===== config.mk =====
export PLATFORM = sky130hd
export DESIGN_NAME = mem_port_arbiter
export DESIGN_NICKNAME = d
export VERILOG_FILES = /design/src/rtl/mem_port_arbiter.sv
export SDC_FILE = /design/constraint.sdc
export NUM_CORES = 1
export LEC_CHECK = 0
export CORE_UTILIZATION = 30
export DETAILED_ROUTE_END_ITERATION = 8
export GPL_ROUTABILITY_DRIVEN = 0
export PLACE_DENSITY = 0.66
export SKIP_LAST_GASP = 1
export SLEW_MARGIN = 25
export SYNTH_ARGS = -nofsm -noshare
export SYNTH_HDL_FRONTEND = slang
export SYNTH_SLANG_ARGS = --single-unit

===== constraint.sdc =====
create_clock -name clk -period 4.2 [get_ports clk]
set_input_delay 0.42 -clock clk [delete_from_list [all_inputs] [get_ports clk]]
set_output_delay 0.42 -clock clk [all_outputs]
set_load 0.005 [all_outputs]

===== src/rtl/mem_port_arbiter.sv =====
// rtl/mem_port_arbiter.sv - single-port memory arbiter between instruction fetch and load/store
//
// Ports:
//   clk, rst                      clock, synchronous active-high reset
//   if_req/if_addr                fetch request (word read), held until if_ready
//   if_ready/if_rdata/if_err      one-cycle fetch response
//   d_req_rd/d_req_wr/d_size/     load/store request (byte/half/word), store wins
//   d_unsigned/d_addr/d_wdata     if both rd and wr are high
//   d_ready/d_rdata/d_err         one-cycle data response, aligned/extended load data
//   stall_if/stall_mem            combinational pipeline stalls
//   mem_req/mem_we/mem_addr/      memory strobe and registered access fields,
//   mem_wdata/mem_be              held stable until mem_ready or timeout
//   mem_ready/mem_rdata           memory completion and read word

module mem_port_arbiter #(
    parameter int MAX_DATA_STREAK = 4,
    parameter int TIMEOUT         = 255
) (
    input  logic        clk,
    input  logic        rst,
    input  logic        if_req,
    input  logic [31:0] if_addr,
    output logic        if_ready,
    output logic [31:0] if_rdata,
    output logic        if_err,
    input  logic        d_req_rd,
    input  logic        d_req_wr,
    input  logic [1:0]  d_size,
    input  logic        d_unsigned,
    input  logic [31:0] d_addr,
    input  logic [31:0] d_wdata,
    output logic        d_ready,
    output logic [31:0] d_rdata,
    output logic        d_err,
    output logic        stall_if,
    output logic        stall_mem,
    output logic        mem_req,
    output logic        mem_we,
    output logic [31:0] mem_addr,
    output logic [31:0] mem_wdata,
    output logic [3:0]  mem_be,
    input  logic        mem_ready,
    input  logic [31:0] mem_rdata
);

    typedef enum logic [1:0] {IDLE, BUSY_IF, BUSY_D, RESP} state_t;

    localparam logic [3:0] MAX_S  = 4'(MAX_DATA_STREAK);
    localparam logic [7:0] TMO_M1 = 8'(TIMEOUT - 1);

    state_t      state, state_next;
    logic [3:0]  streak;
    logic [7:0]  tmo_cnt;
    logic [1:0]  lat_lo;
    logic [1:0]  lat_size;
    logic        lat_uns;

    logic        d_pend;
    logic        misalign;
    logic        grant_d, grant_if, done_ok, done_tmo;
    logic [3:0]  req_be;
    logic [31:0] req_wdata;
    logic [31:0] shifted;
    logic [31:0] load_data;

    // Fetch addresses are word addresses; the low bits are don't-care.
    logic unused_if_lo;
    assign unused_if_lo = ^if_addr[1:0];

    assign d_pend    = d_req_rd | d_req_wr;
    assign stall_if  = if_req & ~if_ready;
    assign stall_mem = d_pend & ~d_ready;

    // Size 11 behaves as a word access.
    assign misalign = ((d_size == 2'b01) & d_addr[0]) |
                      (d_size[1] & (d_addr[1:0] != 2'b00));

    always_comb begin
        req_be = 4'hF;
        case (d_size)
            2'b00:   req_be = 4'b0001 << d_addr[1:0];
            2'b01:   req_be = 4'b0011 << d_addr[1:0];
            default: req_be = 4'hF;
        endcase
    end

    assign req_wdata = d_wdata << {d_addr[1:0], 3'b000};

    // Load alignment uses the offset/size latched at grant time.
    assign shifted = mem_rdata >> {lat_lo, 3'b000};

    always_comb begin
        load_data = shifted;
        case (lat_size)
            2'b00:   load_data = lat_uns ? {24'h0, shifted[7:0]}
                                         : {{24{shifted[7]}}, shifted[7:0]};
            2'b01:   load_data = lat_uns ? {16'h0, shifted[15:0]}
                                         : {{16{shifted[15]}}, shifted[15:0]};
            default: load_data = shifted;
        endcase
    end

    // Next-state and control strobes.
    always_comb begin
        state_next = state;
        grant_d    = 1'b0;
        grant_if   = 1'b0;
        done_ok    = 1'b0;
        done_tmo   = 1'b0;
        case (state)
            IDLE: begin
                // Data has priority unless it has already won MAX_DATA_STREAK
                // grants in a row while fetch was waiting.
                if (d_pend && ((streak < MAX_S) || !if_req)) begin
                    grant_d    = 1'b1;
                    state_next = misalign ? RESP : BUSY_D;
                end else if (if_req) begin
                    grant_if   = 1'b1;
                    state_next = BUSY_IF;
                end
            end
            BUSY_IF, BUSY_D: begin
                if (mem_ready) begin
                    done_ok    = 1'b1;
                    state_next = RESP;
                end else if (tmo_cnt == TMO_M1) begin
                    done_tmo   = 1'b1;
                    state_next = RESP;
                end
            end
            RESP:    state_next = IDLE;
            default: state_next = IDLE;
        endcase
    end

    always_ff @(posedge clk) begin
        if (rst) state <= IDLE;
        else     state <= state_next;
    end

    always_ff @(posedge clk) begin
        if (rst) begin
            if_ready  <= 1'b0;
            if_rdata  <= 32'h0;
            if_err    <= 1'b0;
            d_ready   <= 1'b0;
            d_rdata   <= 32'h0;
            d_err     <= 1'b0;
            mem_req   <= 1'b0;
            mem_we    <= 1'b0;
            mem_addr  <= 32'h0;
            mem_wdata <= 32'h0;
            mem_be    <= 4'h0;
            streak    <= 4'h0;
            tmo_cnt   <= 8'h0;
            lat_lo    <= 2'b00;
            lat_size  <= 2'b00;
            lat_uns   <= 1'b0;
        end else begin
            // Ready pulses are only set on the edge into RESP, which lasts one cycle.
            if_ready <= 1'b0;
            d_ready  <= 1'b0;

            if (state == IDLE) begin
                if (grant_if || !if_req)
                    streak <= 4'h0;
                else if (grant_d && (streak != MAX_S))
                    streak <= streak + 4'd1;
            end

            if (grant_d) begin
                lat_lo   <= d_addr[1:0];
                lat_size <= d_size;
                lat_uns  <= d_unsigned;
                if (misalign) begin
                    d_ready <= 1'b1;
                    d_err   <= 1'b1;
                    d_rdata <= 32'h0;
                end else begin
                    mem_req   <= 1'b1;
                    mem_we    <= d_req_wr;
                    mem_addr  <= {d_addr[31:2], 2'b00};
                    mem_be    <= d_req_wr ? req_be : 4'hF;
                    mem_wdata <= d_req_wr ? req_wdata : 32'h0;
                end
            end

            if (grant_if) begin
                mem_req   <= 1'b1;
                mem_we    <= 1'b0;
                mem_addr  <= {if_addr[31:2], 2'b00};
                mem_be    <= 4'hF;
                mem_wdata <= 32'h0;
            end

            if ((state == BUSY_IF) || (state == BUSY_D)) begin
                if (done_ok || done_tmo) begin
                    mem_req <= 1'b0;
                    tmo_cnt <= 8'h0;
                    if (state == BUSY_D) begin
                        d_ready <= 1'b1;
                        d_err   <= done_tmo;
                        d_rdata <= (done_ok && !mem_we) ? load_data : 32'h0;
                    end else begin
                        if_ready <= 1'b1;
                        if_err   <= done_tmo;
                        if_rdata <= done_ok ? mem_rdata : 32'h0;
                    end
                end else begin
                    tmo_cnt <= tmo_cnt + 8'd1;
                end
            end
        end
    end

endmodule


==> metrics.md <==
| Metric | Value |
|---|---|
| Row count | `55` |
| Unrepaired setup endpoints after global routing | `false` |
| Number of routed nets with antenna violations | `0` |
| Top_reg_cell synth | `sky130_fd_sc_hd__dfxtp_1` |
| Hold Violations, Final | `0` |
| Longest Clk Path Bufs | `2` |
| Clock tree skew after final layout | `10.4 ps` |
| Top fanout value on the critical path | `50` |
| Largest net degree at the start of global routing | `62` |
| Synth top area share | `0.445` |
| Int Pwr | `3.24 mW` |
| Class of the worst hold path | `in -> reg` |
| Clk root buf | `sky130_fd_sc_hd__clkbuf_16` |
| Launch instance of the worst min-delay path | `rst` |
| Total routing usage reported by global routing | `0.197` |
| Global-route congestion overflow total | `0` |
| Level count of the clock H-tree | `4` |
| Element type at the critical path start | `flip-flop` |
| Number of antenna violations at the first check in global routing | `0` |
| Ratio of final minimum period to clock period | `0.678` |
| Fraction of layout cells with a size suffix above 1 | `0.0721` |
| Total inserted antenna cells | `0` |
| Chip Height | `154 um` |
| Clock tree from TritonCTS | `built` |
| Total net switching power | `1.59 mW` |
| Core region area | `0.0227 mm^2` |
| Number of buffers added to fix hold violations after cts | `0` |
| Floorplan die area | `0.0238 mm^2` |
| Initial standard-cell utilization of the core | `0.307` |
| Sequential share of power | `0.367` |
| Clock edge transition at the registers on the reported setup and hold paths | `70 ps` |
| Die Width | `154 um` |
| Total routed wirelength | `23900 um` |
| Synthesized instance count | `752` |
| Peak clock frequency supported by timing | `351 MHz` |
| Post-route setup TNS | `0 ps` |
| DR vias | `6870` |
| Clock network power share | `0.319` |
| Main area contributors after synthesis | `sky130_fd_sc_hd__dfxtp_1, sky130_fd_sc_hd__mux2i_1, sky130_fd_sc_hd__a22o_1, sky130_fd_sc_hd__o21ai_0, sky130_fd_sc_hd__a21oi_1` |
| Number of ports placed on the die boundary | `277` |
| Category of the critical setup timing path | `reg -> reg` |
| Area grow syn2layout | `50.2%` |
| Number of clock buffers inserted by TritonCTS | `17` |
| First DRT Iteration DRCs | `387` |
| Proportion of register bits with asynchronous set or reset after synthesis | `0` |
| YS warnings | `0` |
| Proportion of synthesized chip area in sequential cells | `0.445` |
| DP Area | `0.00989 mm^2` |
| Drc violations | `0` |
| Overall power | `4.83 mW` |
| Cell variety after synth | `59` |
| Total power per unit cell area | `461 mW/mm^2` |
| Clock insertion delay at the later pin of the skew report | `420 ps` |
| Required time at the endpoint of the critical path | `4540 ps` |
| Sw Ratio | `0.329` |
| Outcome | `complete, no violations` |
| Worst max-slew margin expressed relative to the limit | `0.362` |
| First-pass GRT wire length | `37100 um` |
| Fin area | `0.0105 mm^2` |
| Vias in the first global route | `6498` |
| Number of flip-flops and latches in the synthesized netlist | `155` |
| Post-layout utilization of the core | `0.461` |
| LEAKAGE | `3.78 nW` |
| Syn avg cell area | `9.27 um^2` |
| Post-layout min period | `2850 ps` |
| Number of enable flip-flop cells after synthesis | `0` |
| Source of the critical timing path | `state[0]` |
| TritonCTS sink count | `155` |
| Total of max-cap violations | `0` |
| Routed vias/inst | `5.35` |
| Critical path endpoint category | `flip-flop` |
| Layout net count | `1131` |
| Sum of net half-perimeters after detailed placement | `16500 um` |
| Pins Over Slew Limit | `0` |
| Slew at the pin closest to its max-slew limit | `958 ps` |
| Netlist area before placement | `0.00697 mm^2` |
| Cell type contributing the most total cell area after synthesis | `sky130_fd_sc_hd__dfxtp_1` |
| CTS-repair resized insts | `0` |
| Logic pwr share | `0.314` |
| Filler cell count in the final layout | `2151` |
| First-pass iteration count of the detailed router | `6` |
| Post-detailed-route wirelength per cell | `18.6 um` |
| IR Drop Worst-Case VDD | `0.228 mV` |
| Final setup vio count | `0` |
| Data arrival time of the critical path | `3190 ps` |
| Port Buf Inserts | `272` |
| Startpoint of the worst-slack reg-to-reg timing path | `state[0]` |
| Setup fix buffers added after clock tree synthesis | `0` |
-- routing by layer --
metal | wire, um | vias to the layer above | track usage
met5 | 0 | - | 0
met2 | 10800 | 284 | 0.311
li1 | - | 3301 | -
met4 | 572 | 0 | 0.0712
met1 | 10900 | 3247 | 0.258
met3 | 1670 | 38 | 0.0521
-- cells in the final DEF (no fill, tap or decap), types with 23 or more instances in the layout --
| master | n |
|---|---|
| sky130_fd_sc_hd__clkdlybuf4s50_1 | 270 |
| sky130_fd_sc_hd__dfxtp_1 | 155 |
| sky130_fd_sc_hd__o21ai_0 | 67 |
| sky130_fd_sc_hd__a21oi_1 | 58 |
| sky130_fd_sc_hd__nor2_1 | 53 |
| sky130_fd_sc_hd__mux2i_1 | 50 |
| sky130_fd_sc_hd__a22o_1 | 43 |
| sky130_fd_sc_hd__nand3_1 | 35 |
| sky130_fd_sc_hd__a311oi_1 | 30 |
| sky130_fd_sc_hd__nand2_1 | 26 |
| sky130_fd_sc_hd__o2bb2ai_1 | 23 |
-- metrics by stage --
step	std cells	worst slack, ps	hold slack [ps]
after floorplan	753	2180	433
after global placement	1251	1170	438
after detailed placement	1252	1260	437
after CTS	1284	1360	354
after global routing	1284	1140	389
final	1284	1350	361
-- final cells by class --
class	count	area [um^2]	share of cell area
multi-input combinational	507	3530	0.337
timing repair buffer	287	2830	0.271
clock inverter	13	130	0.0124
sequential	155	3100	0.296
clock buffer	19	453	0.0433
inverter	18	67.6	0.00645
tap	285	357	0.0341
-- worst max-delay path, stage by stage, from the launching register on --
cell and delay [ps]:
sky130_fd_sc_hd__dfxtp_1 330, sky130_fd_sc_hd__inv_1 100, sky130_fd_sc_hd__ha_1 430, sky130_fd_sc_hd__o21ai_0 320, sky130_fd_sc_hd__or2_2 720, sky130_fd_sc_hd__or3_1 670, sky130_fd_sc_hd__o2bb2ai_1 200
-- power groups by stage --
stage               combinational (mW)  sequential [mW]  clock, mW
finish                            1.51             1.77       1.54
global route                      1.65             1.80       1.65
CTS                               1.52             1.77       1.59
detailed placement                1.52             1.80          0
global placement                  1.51             1.80          0
floorplan                        0.790             1.80          0
-- Yosys cell counts, types with 2 or more instances --
master,n
sky130_fd_sc_hd__mux2i_1,50
sky130_fd_sc_hd__nand2_1,26
sky130_fd_sc_hd__a221oi_1,3
sky130_fd_sc_hd__buf_2,16
sky130_fd_sc_hd__o2bb2ai_1,23
sky130_fd_sc_hd__clkbuf_1,47
sky130_fd_sc_hd__xnor2_1,2
sky130_fd_sc_hd__nor2_1,55
sky130_fd_sc_hd__a31oi_1,6
sky130_fd_sc_hd__ha_1,8
sky130_fd_sc_hd__buf_6,2
sky130_fd_sc_hd__mux2_2,8
sky130_fd_sc_hd__nand4_1,17
sky130_fd_sc_hd__nand3_1,35
sky130_fd_sc_hd__or2_2,2
sky130_fd_sc_hd__and3_1,4
sky130_fd_sc_hd__nor3_1,2
sky130_fd_sc_hd__nor3b_1,2
sky130_fd_sc_hd__dfxtp_1,155
sky130_fd_sc_hd__a22o_1,43
sky130_fd_sc_hd__a221o_1,16
sky130_fd_sc_hd__nor2b_1,5
sky130_fd_sc_hd__o41ai_1,3
sky130_fd_sc_hd__a211oi_1,3
sky130_fd_sc_hd__a311oi_1,30
sky130_fd_sc_hd__nand2b_1,8
sky130_fd_sc_hd__o21ai_0,67
sky130_fd_sc_hd__a2bb2oi_1,2
sky130_fd_sc_hd__inv_1,17
sky130_fd_sc_hd__buf_1,6
sky130_fd_sc_hd__buf_4,2
sky130_fd_sc_hd__and2_1,2
sky130_fd_sc_hd__a21oi_1,59
-- flip-flops by register name, summed over array words and instances (netlist names), 2 cells and up --
signal / flops
lat_lo: 2
d_rdata: 32
if_rdata: 32
lat_size: 2
mem_wdata: 32
tmo_cnt: 8
state: 2
streak: 4
mem_be: 4
mem_addr: 30
-- cells by family (layout without fill, tap and decap cells) --
group,count (synthesis),in the layout,synth area share
AO/OA/AOI/OAI,270,270,0.278
AND/OR/NAND/NOR,166,166,0.117
flip-flops,155,155,0.445
buffers and inverters,91,337,0.0551
multiplexers,59,59,0.0880
adder cells (fa/ha/maj),8,8,0.0144
XOR/XNOR,2,2,0.00251
other,1,2,0.000538
-- final timing paths --
check	end	slack (ps)	cells after the start
worst max-delay path	mem_wdata[9]	1350	6
worst min-delay path	tmo_cnt[1]	360	2
worst max register to register	mem_wdata[9]	1350	6
worst min register to register	mem_be[0]	450	2
Note: power is estimated with default switching activity, not from simulation.
